$ cat src/rtl/pipe_ctrl_pkg.sv
// Shared definitions for the pipeline controller: stop/no-stop levels,
// stall vector encodings and controller state codes.
package pipe_ctrl_pkg;

    localparam logic STOP    = 1'b1;
    localparam logic NO_STOP = 1'b0;

    // Stall vector bit map: [0]=pc [1]=if [2]=id [3]=ex [4]=mem [5]=wb.
    // A stalled stage also freezes every stage upstream of it.
    localparam logic [5:0] STALL_NONE = {6{NO_STOP}};
    localparam logic [5:0] STALL_IF   = {{4{NO_STOP}}, {2{STOP}}};
    localparam logic [5:0] STALL_ID   = {{3{NO_STOP}}, {3{STOP}}};
    localparam logic [5:0] STALL_EX   = {{2{NO_STOP}}, {4{STOP}}};
    localparam logic [5:0] STALL_MEM  = {NO_STOP, {5{STOP}}};

    typedef enum logic [1:0] {
        PCTRL_RUN        = 2'd0,
        PCTRL_MC_WAIT    = 2'd1,
        PCTRL_FLUSH_HOLD = 2'd2
    } pctrl_state_e;

endpackage

$ cat src/rtl/pipe_ctrl_if.sv
// Pipeline-side view of the controller: stall requests, multi-cycle
// handshake, flush request and the resulting control outputs.
interface pipe_ctrl_if #(
    parameter int CNT_W = 16
);
    logic             stallreq_if;
    logic             stallreq_id;
    logic             stallreq_ex;
    logic             stallreq_mem;
    logic             mc_start;
    logic             mc_done;
    logic             flush_req;
    logic [31:0]      flush_pc;
    logic             cnt_clr;
    logic [5:0]       stall;
    logic             flush;
    logic [31:0]      new_pc;
    logic             mc_abort;
    logic             mc_err;
    logic [CNT_W-1:0] stall_cnt;

    // Pipeline stages drive requests and consume control.
    modport master (
        output stallreq_if, stallreq_id, stallreq_ex, stallreq_mem,
        output mc_start, mc_done, flush_req, flush_pc, cnt_clr,
        input  stall, flush, new_pc, mc_abort, mc_err, stall_cnt
    );

    // The controller consumes requests and drives control.
    modport slave (
        input  stallreq_if, stallreq_id, stallreq_ex, stallreq_mem,
        input  mc_start, mc_done, flush_req, flush_pc, cnt_clr,
        output stall, flush, new_pc, mc_abort, mc_err, stall_cnt
    );
endinterface

$ cat src/rtl/pipe_ctrl_stall_enc.sv
// Priority encoder: the deepest stalling stage wins and freezes everything
// upstream of it.
module pipe_ctrl_stall_enc
    import pipe_ctrl_pkg::*;
(
    input  logic       req_if,
    input  logic       req_id,
    input  logic       req_ex,
    input  logic       req_mem,
    output logic [5:0] stall
);

    // Highest (deepest) request selects the stall pattern.
    always_comb begin
        if (req_mem)     stall = STALL_MEM;
        else if (req_ex) stall = STALL_EX;
        else if (req_id) stall = STALL_ID;
        else if (req_if) stall = STALL_IF;
        else             stall = STALL_NONE;
    end

endmodule

$ cat src/rtl/pipe_ctrl.sv
// Central pipeline controller: stall encoding, multi-cycle EX sequencing
// with timeout abort, one-shot flush with redirect PC, stall statistics.
module pipe_ctrl
    import pipe_ctrl_pkg::*;
#(
    parameter int MC_TIMEOUT = 64,
    parameter int CNT_W      = 16
) (
    input logic        clk,
    input logic        rst,
    pipe_ctrl_if.slave bus
);

    localparam int MC_W = $clog2(MC_TIMEOUT);
    localparam logic [MC_W-1:0] MC_LAST = MC_W'(MC_TIMEOUT - 1);

    pctrl_state_e     state_q, state_d;
    logic [MC_W-1:0]  mc_cnt_q, mc_cnt_d;
    logic [CNT_W-1:0] stall_cnt_q, stall_cnt_d;

    logic [5:0]  base_stall;
    logic [5:0]  stall_v;
    logic        flush_v;
    logic [31:0] new_pc_v;
    logic        mc_abort_v;
    logic        mc_err_v;

    pipe_ctrl_stall_enc u_stall_enc (
        .req_if  (bus.stallreq_if),
        .req_id  (bus.stallreq_id),
        .req_ex  (bus.stallreq_ex),
        .req_mem (bus.stallreq_mem),
        .stall   (base_stall)
    );

    // Next-state and combinational outputs from current state and inputs.
    always_comb begin
        // NOTE: every signal gets a default before the case so no path leaves it unassigned (no latch).
        state_d    = state_q;
        mc_cnt_d   = mc_cnt_q;
        stall_v    = base_stall;
        flush_v    = 1'b0;
        new_pc_v   = 32'h0;
        mc_abort_v = 1'b0;
        mc_err_v   = 1'b0;
        unique case (state_q)
            PCTRL_RUN: begin
                if (bus.flush_req) begin
                    flush_v  = 1'b1;
                    new_pc_v = bus.flush_pc;
                    stall_v  = STALL_NONE;
                    state_d  = PCTRL_FLUSH_HOLD;
                end else if (bus.mc_start) begin
                    state_d  = PCTRL_MC_WAIT;
                    mc_cnt_d = '0;
                end
            end
            PCTRL_MC_WAIT: begin
                if (bus.flush_req) begin
                    // Redirect kills the in-flight op; not a timeout.
                    flush_v    = 1'b1;
                    new_pc_v   = bus.flush_pc;
                    mc_abort_v = 1'b1;
                    stall_v    = STALL_NONE;
                    state_d    = PCTRL_FLUSH_HOLD;
                end else if (bus.mc_done) begin
                    // Result ready: release EX this cycle.
                    state_d = PCTRL_RUN;
                end else if (mc_cnt_q == MC_LAST) begin
                    mc_abort_v = 1'b1;
                    mc_err_v   = 1'b1;
                    state_d    = PCTRL_RUN;
                end else begin
                    stall_v  = base_stall | STALL_EX;
                    mc_cnt_d = mc_cnt_q + 1'b1;
                end
            end
            PCTRL_FLUSH_HOLD: begin
                // One pulse per request: wait for flush_req to drop.
                if (!bus.flush_req) state_d = PCTRL_RUN;
            end
            default: state_d = PCTRL_RUN;
        endcase
        if (!rst) begin
            stall_v    = STALL_NONE;
            flush_v    = 1'b0;
            new_pc_v   = 32'h0;
            mc_abort_v = 1'b0;
            mc_err_v   = 1'b0;
        end
    end

    // Saturating count of stalled cycles; clear has priority.
    always_comb begin
        stall_cnt_d = stall_cnt_q;
        if (bus.cnt_clr)
            stall_cnt_d = '0;
        else if ((stall_v != STALL_NONE) && (stall_cnt_q != {CNT_W{1'b1}}))
            stall_cnt_d = stall_cnt_q + 1'b1;
    end

    // State registers with asynchronous active-low reset.
    always_ff @(posedge clk or negedge rst) begin
        if (!rst) begin
            state_q     <= PCTRL_RUN;
            mc_cnt_q    <= '0;
            stall_cnt_q <= '0;
        end else begin
            // NOTE: non-blocking assignments so all flops update from pre-edge values.
            state_q     <= state_d;
            mc_cnt_q    <= mc_cnt_d;
            stall_cnt_q <= stall_cnt_d;
        end
    end

    assign bus.stall     = stall_v;
    assign bus.flush     = flush_v;
    assign bus.new_pc    = new_pc_v;
    assign bus.mc_abort  = mc_abort_v;
    assign bus.mc_err    = mc_err_v;
    assign bus.stall_cnt = stall_cnt_q;

endmodule
$ cat src/flat_wrapper.sv
// flat-port wrapper written by rule: the top's interface ports become plain ports
module pipe_ctrl_flat import pipe_ctrl_pkg::*;
#(
    parameter int MC_TIMEOUT = 64,
    parameter int CNT_W      = 16
)
  (clk, rst, bus_stallreq_if, bus_stallreq_id, bus_stallreq_ex, bus_stallreq_mem, bus_mc_start, bus_mc_done, bus_flush_req, bus_flush_pc, bus_cnt_clr, bus_stall, bus_flush, bus_new_pc, bus_mc_abort, bus_mc_err, bus_stall_cnt);
  pipe_ctrl_if #(.CNT_W(CNT_W)) bus_i ();
  input logic clk;
  input logic rst;
  input wire logic [$bits(bus_i.stallreq_if)-1:0] bus_stallreq_if;
  input wire logic [$bits(bus_i.stallreq_id)-1:0] bus_stallreq_id;
  input wire logic [$bits(bus_i.stallreq_ex)-1:0] bus_stallreq_ex;
  input wire logic [$bits(bus_i.stallreq_mem)-1:0] bus_stallreq_mem;
  input wire logic [$bits(bus_i.mc_start)-1:0] bus_mc_start;
  input wire logic [$bits(bus_i.mc_done)-1:0] bus_mc_done;
  input wire logic [$bits(bus_i.flush_req)-1:0] bus_flush_req;
  input wire logic [$bits(bus_i.flush_pc)-1:0] bus_flush_pc;
  input wire logic [$bits(bus_i.cnt_clr)-1:0] bus_cnt_clr;
  output wire logic [$bits(bus_i.stall)-1:0] bus_stall;
  output wire logic [$bits(bus_i.flush)-1:0] bus_flush;
  output wire logic [$bits(bus_i.new_pc)-1:0] bus_new_pc;
  output wire logic [$bits(bus_i.mc_abort)-1:0] bus_mc_abort;
  output wire logic [$bits(bus_i.mc_err)-1:0] bus_mc_err;
  output wire logic [$bits(bus_i.stall_cnt)-1:0] bus_stall_cnt;
  assign bus_i.stallreq_if = bus_stallreq_if;
  assign bus_i.stallreq_id = bus_stallreq_id;
  assign bus_i.stallreq_ex = bus_stallreq_ex;
  assign bus_i.stallreq_mem = bus_stallreq_mem;
  assign bus_i.mc_start = bus_mc_start;
  assign bus_i.mc_done = bus_mc_done;
  assign bus_i.flush_req = bus_flush_req;
  assign bus_i.flush_pc = bus_flush_pc;
  assign bus_i.cnt_clr = bus_cnt_clr;
  assign bus_stall = bus_i.stall;
  assign bus_flush = bus_i.flush;
  assign bus_new_pc = bus_i.new_pc;
  assign bus_mc_abort = bus_i.mc_abort;
  assign bus_mc_err = bus_i.mc_err;
  assign bus_stall_cnt = bus_i.stall_cnt;
  pipe_ctrl #(.MC_TIMEOUT(MC_TIMEOUT), .CNT_W(CNT_W)) u_core (.clk(clk), .rst(rst), .bus(bus_i));
endmodule
$ cat config.mk
export PLATFORM = sky130hd
export DESIGN_NAME = pipe_ctrl_flat
export DESIGN_NICKNAME = d
export VERILOG_FILES = /design/src/rtl/pipe_ctrl_pkg.sv /design/src/rtl/pipe_ctrl_if.sv /design/src/rtl/pipe_ctrl_stall_enc.sv /design/src/rtl/pipe_ctrl.sv /design/src/flat_wrapper.sv
export SDC_FILE = /design/constraint.sdc
export NUM_CORES = 1
export LEC_CHECK = 0
export ABC_AREA = 1
export CAP_MARGIN = 20
export CORE_ASPECT_RATIO = 0.7
export CORE_MARGIN = 10
export CORE_UTILIZATION = 25
export DETAILED_ROUTE_END_ITERATION = 7
export PLACE_DENSITY_LB_ADDON = 0.25
export SLEW_MARGIN = 40
export SYNTH_ARGS = -nofsm -noshare
export SYNTH_HDL_FRONTEND = slang
export SYNTH_SLANG_ARGS = --single-unit
$ cat constraint.sdc
create_clock -name clk -period 4.9 [get_ports clk]
set_input_delay 0.49 -clock clk [delete_from_list [all_inputs] [get_ports clk]]
set_output_delay 0.49 -clock clk [all_outputs]
set_load 0.02 [all_outputs]
-- Word level (Yosys, flattened, before mapping)
Cells that the tools add are included.
- output and inout bits: 57
- register bits after elaboration: 24
- word-level logic and storage cells: 64
- add/subtract/negate cells: 2
- multiplexer cells: 39
- reduce and logical (&&, ||, !) cells: 8
- equality and inequality tests: 12
- operator list (cell ; number):
    2-to-1 mux 32 bit ; 3
    2-to-1 mux 6 bit ; 11
    2-to-1 mux 16 bit ; 2
    case mux 6 bit (2 select lines) ; 2
    adder 16 x 1 -> 16 bit, second input constant ; 1
    != test 16 bit, second input constant ; 1
    2-to-1 mux 2 bit ; 7
    != test 2 bit, second input constant ; 6
    2-to-1 mux 1 bit ; 11
    2-to-1 mux 4 bit ; 2
    adder 6 x 1 -> 6 bit, second input constant ; 1
    == test 6 bit, second input constant ; 1
    case mux 2 bit (3 select lines) ; 1
    AND reduction 6 bit ; 1
    nonzero test 6 bit ; 1
    != test 4 x 3 -> 1 bit, second input constant ; 1
    nonzero test 2 bit ; 2
    != test 3 bit, second input constant ; 1
    AND reduction 3 bit ; 1
    == test 2 x 1 -> 1 bit, second input constant ; 1
    == test 2 bit, second input constant ; 1
    zero test 2 bit ; 1
    OR reduction 2 bit ; 1
    logical AND 1 bit ; 1

-- Longest topological paths before layout
Gate-level depths: netlist of run 1.
- depth in word-level cells: 13
- mapped depth: 11
- mapped depth without buffers: 10

-- Hierarchy
Synthesis of run 1 repeated with hierarchy kept, for this count alone.
- cells, all modules: 329
- area, all modules: 2039.5 um2
- modules (own cells, without submodules) (module ; sequential area each (um2) ; area an instance (um2) ; times used ; cells each):
    pipe_ctrl ; 600.6 ; 1986.9 ; 1 ; 319
    pipe_ctrl_stall_enc ; 0.0 ; 52.6 ; 1 ; 10

-- Worst setup path before layout of run 1
Ideal clock, no wire load.
- path kind: input-to-output
- start point: in rst
- end point: out bus_new_pc[10]
- setup slack: 2.834 ns
- stages on the path: 5
- arrival time: 1.576 ns
- buffers on the path: 1
- cells stage by stage: inv_1 > nor2_1 > inv_1 > clkbuf_1 > nor2_1
- cells in the longest elaborated chain, start to end: 1
- RTL lines (element ; RTL line ; RTL):
    start: declaration ; flat_wrapper.sv:10 ; input logic rst;
    2-to-1 mux 32 bit ; pipe_ctrl.sv:84 ; if (!rst) begin
    end: declaration ; flat_wrapper.sv:22 ; output wire logic [$bits(bus_i.new_pc)-1:0] bus_new_pc;
Every way passes these cells.

-- Worst setup path in the final report of run 1
- start point: in rst
- end point: out bus_new_pc[25]
The elaborated chain is that of the path after synthesis.

==> out/qor.txt, run 1 <==
Resized Gates After CTS - 0
asr flop ratio synth - 1.00
fillers - 809
core area - 7770 um^2
DR iter-0 viols - 92
Worst-Margin Slew - 0.670 ns
PwrDens - 201 nW/um^2
syn avg cell area - 6.11 um^2
RSZ-0062 raised after global routing - no
Yosys cell types - 32
antenna violations before repair - 0
ys flop type - dfrtp_1
r2r startpoint - u_core.bus.stall_cnt[0]
crit end category - output port
initial core utilization - 0.254
Worst Hold End - u_core.mc_cnt_q[4]
total global routing track utilization - 0.108
Max H-tree Level - 1
Yosys top cell area share - 0.304
row count - 27
worst path arrival time - 2.72 ns
grt ovf - 0
type of the worst setup path - input pin to output port
Yosys warnings - 0
Post-DP HPWL - 5610 um
Post-Syn Nets - 367
Critical Path RT - 4.41 ns
Period Utilization, post-route - 0.655
ranking of synthesized cells by area - dfrtp_1 (30%), nand2_1 (16%), nor2_1 (13%)
clock sink total - 24
Hold Crit Class - flop to flop
fmax - 0.311 GHz
Fin. Hold Viols - 0
R2R cell count - 10
relative slew slack - 0.552
min Tclk post-route - 3.21 ns
pin count of the biggest net entering global routing - 33
Net count, final - 460
TNS Setup - 0 ns
crit-path cells - clkdlybuf4s50_1 -> buf_4 -> inv_1 -> nor2_1 -> inv_2 -> nor2_1 -> clkdlybuf4s50_1
Reg2Reg Setup Slack - 2.93 ns
terminus of the critical flop-to-flop path - u_core.bus.stall_cnt[12]
Root Buffer - clkbuf_16
Routability Congestion - 0.871
PortBufs - 97
Yosys reg bits - 24
area leader, netlist - dfrtp_1
Slew Viols, Final - 0
Max-cap violations - 0
Critical Path Start Type - input pin
Mapped Cells - 323
Critical Path Fanout Max - 32
Peak VDD IR - 106 uV
Critical Path Slowest Stage Cell - clkdlybuf4s50_1
Synth Cell Area - 1970 um^2
status - complete, no violations
TritonCTS clock tree - yes
Via density - 4.25
first-pass GRT wire length - 10,800 um
Clock Skew - 0.00252 ns
vias in the first global route - 1,990
via count - 2,192
I/O pin cnt - 99
Min-Delay Path Depth - 2
Worst Setup SP - rst
Post-synth EDFFs - 0
clock latency on the worst-skew pair - 0.26 ns
drt drc - 0
DRT antenna net count - 0
endpoints failing setup - 0
register area share after synthesis - 0.304
1st-pass router iterations - 4
share of post-route cells with drive strength above 1 - 0.0651
CP top delay family - buffers and inverters
placed cells - 512
Hold Buf Count CTS - 0
Leak - 1.44 nW
Antenna Cells - 0
Hold Slack - 0.533 ns
CTS Buffer Depth - 2
post-route insts no fill - 516
cts bufs inserted - 3
post-CTS setup repair buffer count - 0
clk slew on worst S/H paths - 0.06 ns
die area - 11,900 um^2
HP Start - u_core.mc_cnt_q[4]
Area Growth Syn to Fin - 57.5%
CP max stage delay - 0.63 ns
Die X - 126 um
Buf+Inv Stages, Crit Path - 5
Die Y - 94.4 um
Avg WL per Cell - 13.5 um
Post-Route WL - 6950 um
[cell families (layout without fill, tap and decap cells)]
logic type	after synthesis	in the layout	synth area share
and+or+nand+nor	209	209	0.465
buffers and inverters	66	158	0.136
DFF	24	24	0.304
AOI/OAI and AO/OA	13	13	0.0444
xor gates and xnor gates	8	8	0.0355
adders and majority gates	2	2	0.0127
other	1	1	0.00190
[cells in the final DEF (no fill, tap or decap), types with 2 or more instances in the layout]
cell             synthesis  layout
xnor2_1                  2       2
nand2_4                  2       2
nor2_1                  70      70
o21ai_0                  4       4
nand2_2                  8       8
nand2_1                 84      84
ha_1                     2       2
o21bai_1                 3       3
clkbuf_16                0       3
clkinv_1                 2       2
inv_1                   52      51
nor2_2                   4       4
clkdlybuf4s50_1          0      97
xor2_1                   6       6
a21oi_1                  3       3
inv_2                    2       3
nand3_1                 27      27
dfrtp_1                 24      24
nand4_1                  7       7
[stage by stage]
step                      power (W)   util  worst slack, ns  cell area (um^2)
final                      0.000624  0.400             1.69              3110
after global routing       0.000658  0.400             1.45              3110
after CTS                  0.000631  0.400             1.66              3110
after detailed placement   0.000435  0.389             1.66              3020
after global placement     0.000432  0.389             1.47              3020
after floorplan            0.000335      -             2.83              1970
[registers in the layout, summed over array words and instances (netlist names)]
| signal | count |
|---|---|
| u_core.bus.stall_cnt | 16 |
| u_core.state_q | 2 |
| u_core.mc_cnt_q | 6 |
[synthesized netlist by cell type (3+ instances only)]
cell type and number:
nand2_1 84, nor2_1 70, inv_1 52, nand3_1 27, dfrtp_1 24, nand2_2 8, nand4_1 7, xor2_1 6
clkbuf_1 4, nor2_2 4, o21ai_0 4, a21oi_1 3, buf_4 3, o21bai_1 3
[power by group]
| group | switching, W | total, W | internal, W |
|---|---|---|---|
| combinational | 0.000110 | 0.000200 | 0.0000898 |
| sequential | 0.0000190 | 0.000230 | 0.000211 |
| clock | 0.0000696 | 0.000194 | 0.000125 |
[worst max path at each step]
stage / endpoint / depth (start not counted) / slack [ns]
final: bus_new_pc[25] / 7 / 1.69
after global routing: bus_new_pc[23] / 7 / 1.45
after CTS: bus_new_pc[25] / 7 / 1.66
after detailed placement: bus_new_pc[25] / 7 / 1.66
after global placement: bus_new_pc[14] / 7 / 1.47
after floorplan: bus_new_pc[10] / 5 / 2.83
[layer usage]
layer  part of all wire  up-vias  wire length, um  global-route usage
met5                  0        -                0                   0
met4              0.015        0              105              0.0246
met3              0.047        6              329              0.0190
met2               0.48       53             3300               0.182
met1               0.46      974             3210               0.143
li1                   -     1159                -                   -
[worst reg2reg max path: stages (launching register included)]
cell      delay, ns
dfrtp_1        0.48
ha_1           0.32
nand3_2        0.13
inv_2          0.05
nand2_2        0.08
clkinv_1       0.08
nand2_2        0.10
nand3_4        0.23
nand2_4        0.28
nand2_1        0.08
nand2_1        0.08
[cell type report]
type,instances,area [um^2],area share
Clock buffer,4,88.8,0.0286
Inverter,56,210,0.0676
Multi-Input combinational cell,233,1100,0.355
Sequential cell,24,601,0.193
Tap cell,101,126,0.0406
Timing Repair Buffer,98,978,0.315
Power figures use the tool's default switching activity.
==> inputs of run 2 (changes only) <==
==> constraint.sdc (replaced) <==
create_clock -name clk -period 3.34 [get_ports clk]
set_input_delay 0.334 -clock clk [delete_from_list [all_inputs] [get_ports clk]]
set_output_delay 0.334 -clock clk [all_outputs]
set_load 0.02 [all_outputs]
==> run 2 against run 1 <==
- die area did not move
- worst setup slack got worse by 0.93 ns
- critical path type is now flop to output port
- clock power rose by 31%
- worst hold slack improved by 0.0026 ns
- first-iteration DRC count rose by 32%
- largest power group unchanged
- routed wire length rose by 1.3%
- non-clock buffer count rose by 2
- register-to-register slack got worse by 1.5 ns
- clock-buffer cell count fell by 1
- total power rose by 43%
- combinational power rose by 49%
==> out/qor.txt, run 2 (synthesized netlist as in run 1, its figures left out) <==
Clock Skew - 0.00497 ns
Max H-tree Level - 1
antenna violations before repair - 0
TritonCTS clock tree - yes
crit-path cells - ha_1 -> nand2_2 -> nor2_2 -> nand2_1 -> nand2_4 -> a21oi_1 -> clkdlybuf4s50_1
Root Buffer - clkbuf_16
Worst Setup SP - u_core.mc_cnt_q[0]
max reg flops - 16
RSZ-0062 raised after global routing - no
first-pass GRT wire length - 11,100 um
DR iter-0 viols - 121
R2R cell count - 10
Resized Gates After CTS - 0
WL met2 - 3260 um
Critical Path Slowest Stage Cell - clkdlybuf4s50_1
Fin. Hold Viols - 0
status - complete, no violations
Worst-Margin Slew - 0.506 ns
DRT antenna net count - 0
Die Y - 94.4 um
CP max stage delay - 0.67 ns
Net count, final - 462
Hold Buf Count CTS - 0
worst path arrival time - 2.25 ns
vias in the first global route - 1,993
fmax - 0.387 GHz
clk slew on worst S/H paths - 0.06 ns
PortBufs - 97
Slew Viols, Final - 0
die area - 11,900 um^2
Critical Path RT - 3.01 ns
grt ovf - 0
Routability Congestion - 0.863
Clk pwr share - 0.287
Leak - 1.45 nW
Max-cap violations - 0
CTS Buffer Depth - 2
cts bufs inserted - 3
switching share of power - 0.325
Period Utilization, post-route - 0.773
Die X - 126 um
Peak VDD IR - 188 uV
type of the worst setup path - flop to output port
combinational share of power - 0.334
PwrDens - 286 nW/um^2
Antenna Cells - 0
share of post-route cells with drive strength above 1 - 0.0673
Avg WL per Cell - 13.6 um
Area Growth Syn to Fin - 57.5%
clock sink total - 24
relative slew slack - 0.662
Post-DP HPWL - 5750 um
core area - 7770 um^2
area post-placement - 3040 um^2
total global routing track utilization - 0.111
HP Start - u_core.mc_cnt_q[5]
drt drc - 0
via count - 2,209
Critical Path Start Type - flop
post-CTS setup repair buffer count - 0
commonest non-fill, non-tap cells in the layout - clkdlybuf4s50_1 (97), nand2_1 (84), nor2_1 (70), inv_1 (51), nand3_1 (27)
Critical Path Fanout Max - 6
Power Total - 0.000891 W
final core utilization - 0.400
Sw Pwr - 0.000289 W
Internal - 0.000601 W
most common cell after layout, fill and taps aside - clkdlybuf4s50_1
Highest Signal Layer - met4
Min-Delay Path Depth - 2
Hold Crit Class - flop to flop
Via density - 4.27
r2r startpoint - u_core.bus.stall_cnt[0]
crit end category - output port
Post-Route WL - 7030 um
Sequential Power Share - 0.379
row count - 27
initial core utilization - 0.254
I/O pin cnt - 99
min Tclk post-route - 2.58 ns
M1 wire length - 3320 um
pin count of the biggest net entering global routing - 33
clock latency on the worst-skew pair - 0.26 ns
1st-pass router iterations - 4
post-route cell area - 3110 um^2
endpoints failing setup - 0
TNS Setup - 0 ns
met3 WL - 425 um
Hold Slack - 0.536 ns
-- run 2: cell count changes in the layout (fill, tap and decap cells not counted), sizes merged --
cell	delta
buf	+2
clkbuf	-1
-- run 2: area by class of cell --
type	count	area (um^2)
inverters	56	210
repair buffers	100	993
multi-input cells	233	1100
well taps	101	126
flip-flops and latches	24	601
fillers	818	4660
clock buffers	3	75.1
-- run 2: critical path, delay by kind of cell (launching register included) --
family                   cells  cell delay, ns
buffers and inverters        1            0.67
AND/OR/NAND/NOR              4            0.31
flip-flops                   1            0.45
AO/OA/AOI/OAI                1            0.27
adder cells (fa/ha/maj)      1            0.27
-- run 2: routing by layer --
layer | global-route usage | vias up
met1 | 0.159 | 973
met2 | 0.174 | 72
li1 | - | 1160
met5 | 0 | -
met3 | 0.0207 | 4
met4 | 0.0113 | 0
-- run 2: worst paths after layout --
check	end	slack, ns
min	u_core.mc_cnt_q[5]	0.54
max	bus_stall[1]	0.76
min in group asynchronous	u_core.bus.stall_cnt[1]	0.55
max in group asynchronous	u_core.bus.stall_cnt[12]	2.52
max reg2reg	u_core.bus.stall_cnt[1]	1.42
min reg2reg	u_core.mc_cnt_q[5]	0.54
-- run 2: power by group through the flow --
| stage | clock, W | combinational [W] | sequential (W) |
|---|---|---|---|
| 6_report | 0.000255 | 0.000298 | 0.000338 |
| 4_1_cts | 0.000264 | 0.000301 | 0.000337 |
| 3_5_place_dp | 0 | 0.000299 | 0.000342 |
| 5_1_grt | 0.000281 | 0.000327 | 0.000340 |
| 3_3_place_gp | 0 | 0.000296 | 0.000340 |
| 2_1_floorplan | 0 | 0.000150 | 0.000342 |
-- run 2: through the flow --
stage / instances / worst slack (ns)
after detailed placement: 514 / 0.803
final: 517 / 0.759
after CTS: 517 / 0.742
after global placement: 514 / 0.565
after floorplan: 323 / 1.44
after global routing: 517 / 0.629
==> inputs of run 3 (changes only) <==
==> constraint.sdc (replaced) <==
create_clock -name clk -period 2.6 [get_ports clk]
set_input_delay 0.26 -clock clk [delete_from_list [all_inputs] [get_ports clk]]
set_output_delay 0.26 -clock clk [all_outputs]
set_load 0.02 [all_outputs]
==> run 3 against run 2 <==
- utilization increased by 0.21 points
- clock-buffer cell count up 1
- total power grew 33%
- die area unchanged
- non-clock buffer count is the same
- register-to-register slack got worse by 0.72 ns
- clock skew about the same
- worst hold slack worse by 0.065 ns
- routed wire length rose by 1.4%
- sequential power is 28% higher
- highest routed layer unchanged
==> out/qor.txt, run 3 (synthesized netlist as in run 1, its figures left out) <==
Max-cap violations - 0
r2r startpoint - u_core.bus.stall_cnt[0]
die area - 11,900 um^2
Root Buffer - clkbuf_16
TritonCTS clock tree - yes
CTS Buffer Depth - 2
initial core utilization - 0.254
most common cell after layout, fill and taps aside - clkdlybuf4s50_1
relative slew slack - 0.615
post-route insts no fill - 518
placed cells - 514
clk slew on worst S/H paths - 0.06 ns
Fin. Hold Viols - 0
endpoints failing setup - 0
row count - 27
Period Utilization, post-route - 0.943
first-pass GRT wire length - 11,400 um
pin count of the biggest net entering global routing - 33
drt drc - 0
Routability Congestion - 0.887
Worst-Margin Slew - 0.574 ns
DRT antenna net count - 0
clock latency on the worst-skew pair - 0.26 ns
Slew Viols, Final - 0
crit end category - output port
PortBufs - 97
terminus of the critical flop-to-flop path - u_core.bus.stall_cnt[10]
Critical Path RT - 2.34 ns
worst path arrival time - 2.19 ns
fmax - 0.408 GHz
I/O pin cnt - 99
Peak VDD IR - 221 uV
total global routing track utilization - 0.114
type of the worst setup path - flop to output port
DR iter-0 viols - 159
Critical Path Slowest Stage Cell - clkdlybuf4s50_1
R2R cell count - 10
CP max stage delay - 0.66 ns
PwrDens - 378 nW/um^2
core area - 7770 um^2
1st-pass router iterations - 4
Die X - 126 um
Area Growth Syn to Fin - 58.4%
grt ovf - 0
Via density - 4.22
area post-placement - 3040 um^2
Avg WL per Cell - 13.8 um
Hold Crit Class - input pin to async pin
Critical Path Start Type - flop
max reg flops - 16
min Tclk post-route - 2.45 ns
via count - 2,186
crit-path cells - ha_1 -> nand2_2 -> nor2_2 -> nand2_1 -> nand2_4 -> a21oi_1 -> clkdlybuf4s50_1
fillers - 842
RSZ-0062 raised after global routing - no
clock sink total - 24
Max H-tree Level - 1
Net count, final - 462
TNS Setup - 0 ns
Post-DP HPWL - 5750 um
post-route cell area - 3130 um^2
Clock Skew - 0.00512 ns
commonest non-fill, non-tap cells in the layout - clkdlybuf4s50_1 (96), nand2_1 (84), nor2_1 (70), inv_1 (52), nand3_1 (27)
Leak - 1.46 nW
status - complete, no violations
cts bufs inserted - 3
Post-Route WL - 7130 um
vias in the first global route - 2,013
Critical Path Fanout Max - 6
antenna violations before repair - 0
share of post-route cells with drive strength above 1 - 0.0671
Reg2Reg Setup Slack - 0.70 ns
Die Y - 94.4 um
Antenna Cells - 0
==> run 3: layer usage <==
metal	wire [um]	share of wire	vias up	global-route usage
li1	-	-	1166	-
met1	3330	0.47	966	0.159
met2	3370	0.47	52	0.182
met3	391	0.055	2	0.0257
met4	36	0.0050	0	0.0142
met5	0	0	-	0
==> run 3: timing repair <==
item	CTS	global route
endpoints found under the hold margin	0	0
endpoints found under the setup margin	0	2
resized for setup	0	1
hold buffers	0	0
buffers inserted	0	0
==> run 3: worst max path at each step <==
stage                             from             end  slack (ns)  cells past startpoint
floorplan           u_core.mc_cnt_q[0]    bus_stall[1]        0.78                      7
global placement                   rst  bus_new_pc[31]        0.21                      7
detailed placement                 rst  bus_new_pc[31]        0.20                      7
CTS                 u_core.mc_cnt_q[0]    bus_stall[0]        0.08                      7
global route        u_core.mc_cnt_q[0]    bus_stall[1]       0.004                      7
finish              u_core.mc_cnt_q[0]    bus_stall[1]        0.15                      7
==> run 3: area by class of cell <==
type	count	area, um^2	share of cell area
tap	101	126	0.0404
clock buffer	4	88.8	0.0284
timing repair buffer	100	996	0.319
multi-input combinational	233	1100	0.353
inverter	56	210	0.0672
sequential	24	601	0.192
==> run 3: critical path, delay by kind of cell (launching register included) <==
family,cells,cell delay (ns)
AO/OA/AOI/OAI,1,0.25
AND/OR/NAND/NOR,4,0.32
buffers and inverters,1,0.66
adder cells (fa/ha/maj),1,0.27
flip-flops,1,0.45
==> run 3: where the power goes <==
group | internal, W | switching [W]
Clock | 0.000235 | 0.000132
Combinational | 0.000172 | 0.000209
Sequential | 0.000397 | 0.0000352
==> run 3: through the flow <==
| stage | power [W] | hold WS [ns] | worst slack, ns | utilization |
|---|---|---|---|---|
| 3_3_place_gp | 0.000818 | 0.510 | 0.214 | 0.391 |
| 5_1_grt | 0.00125 | 0.517 | 0.00427 | 0.402 |
| 2_1_floorplan | 0.000632 | -0.0356 | 0.776 | - |
| 4_1_cts | 0.00120 | 0.502 | 0.0822 | 0.402 |
| 6_report | 0.00118 | 0.471 | 0.147 | 0.402 |
| 3_5_place_dp | 0.000822 | 0.518 | 0.198 | 0.391 |
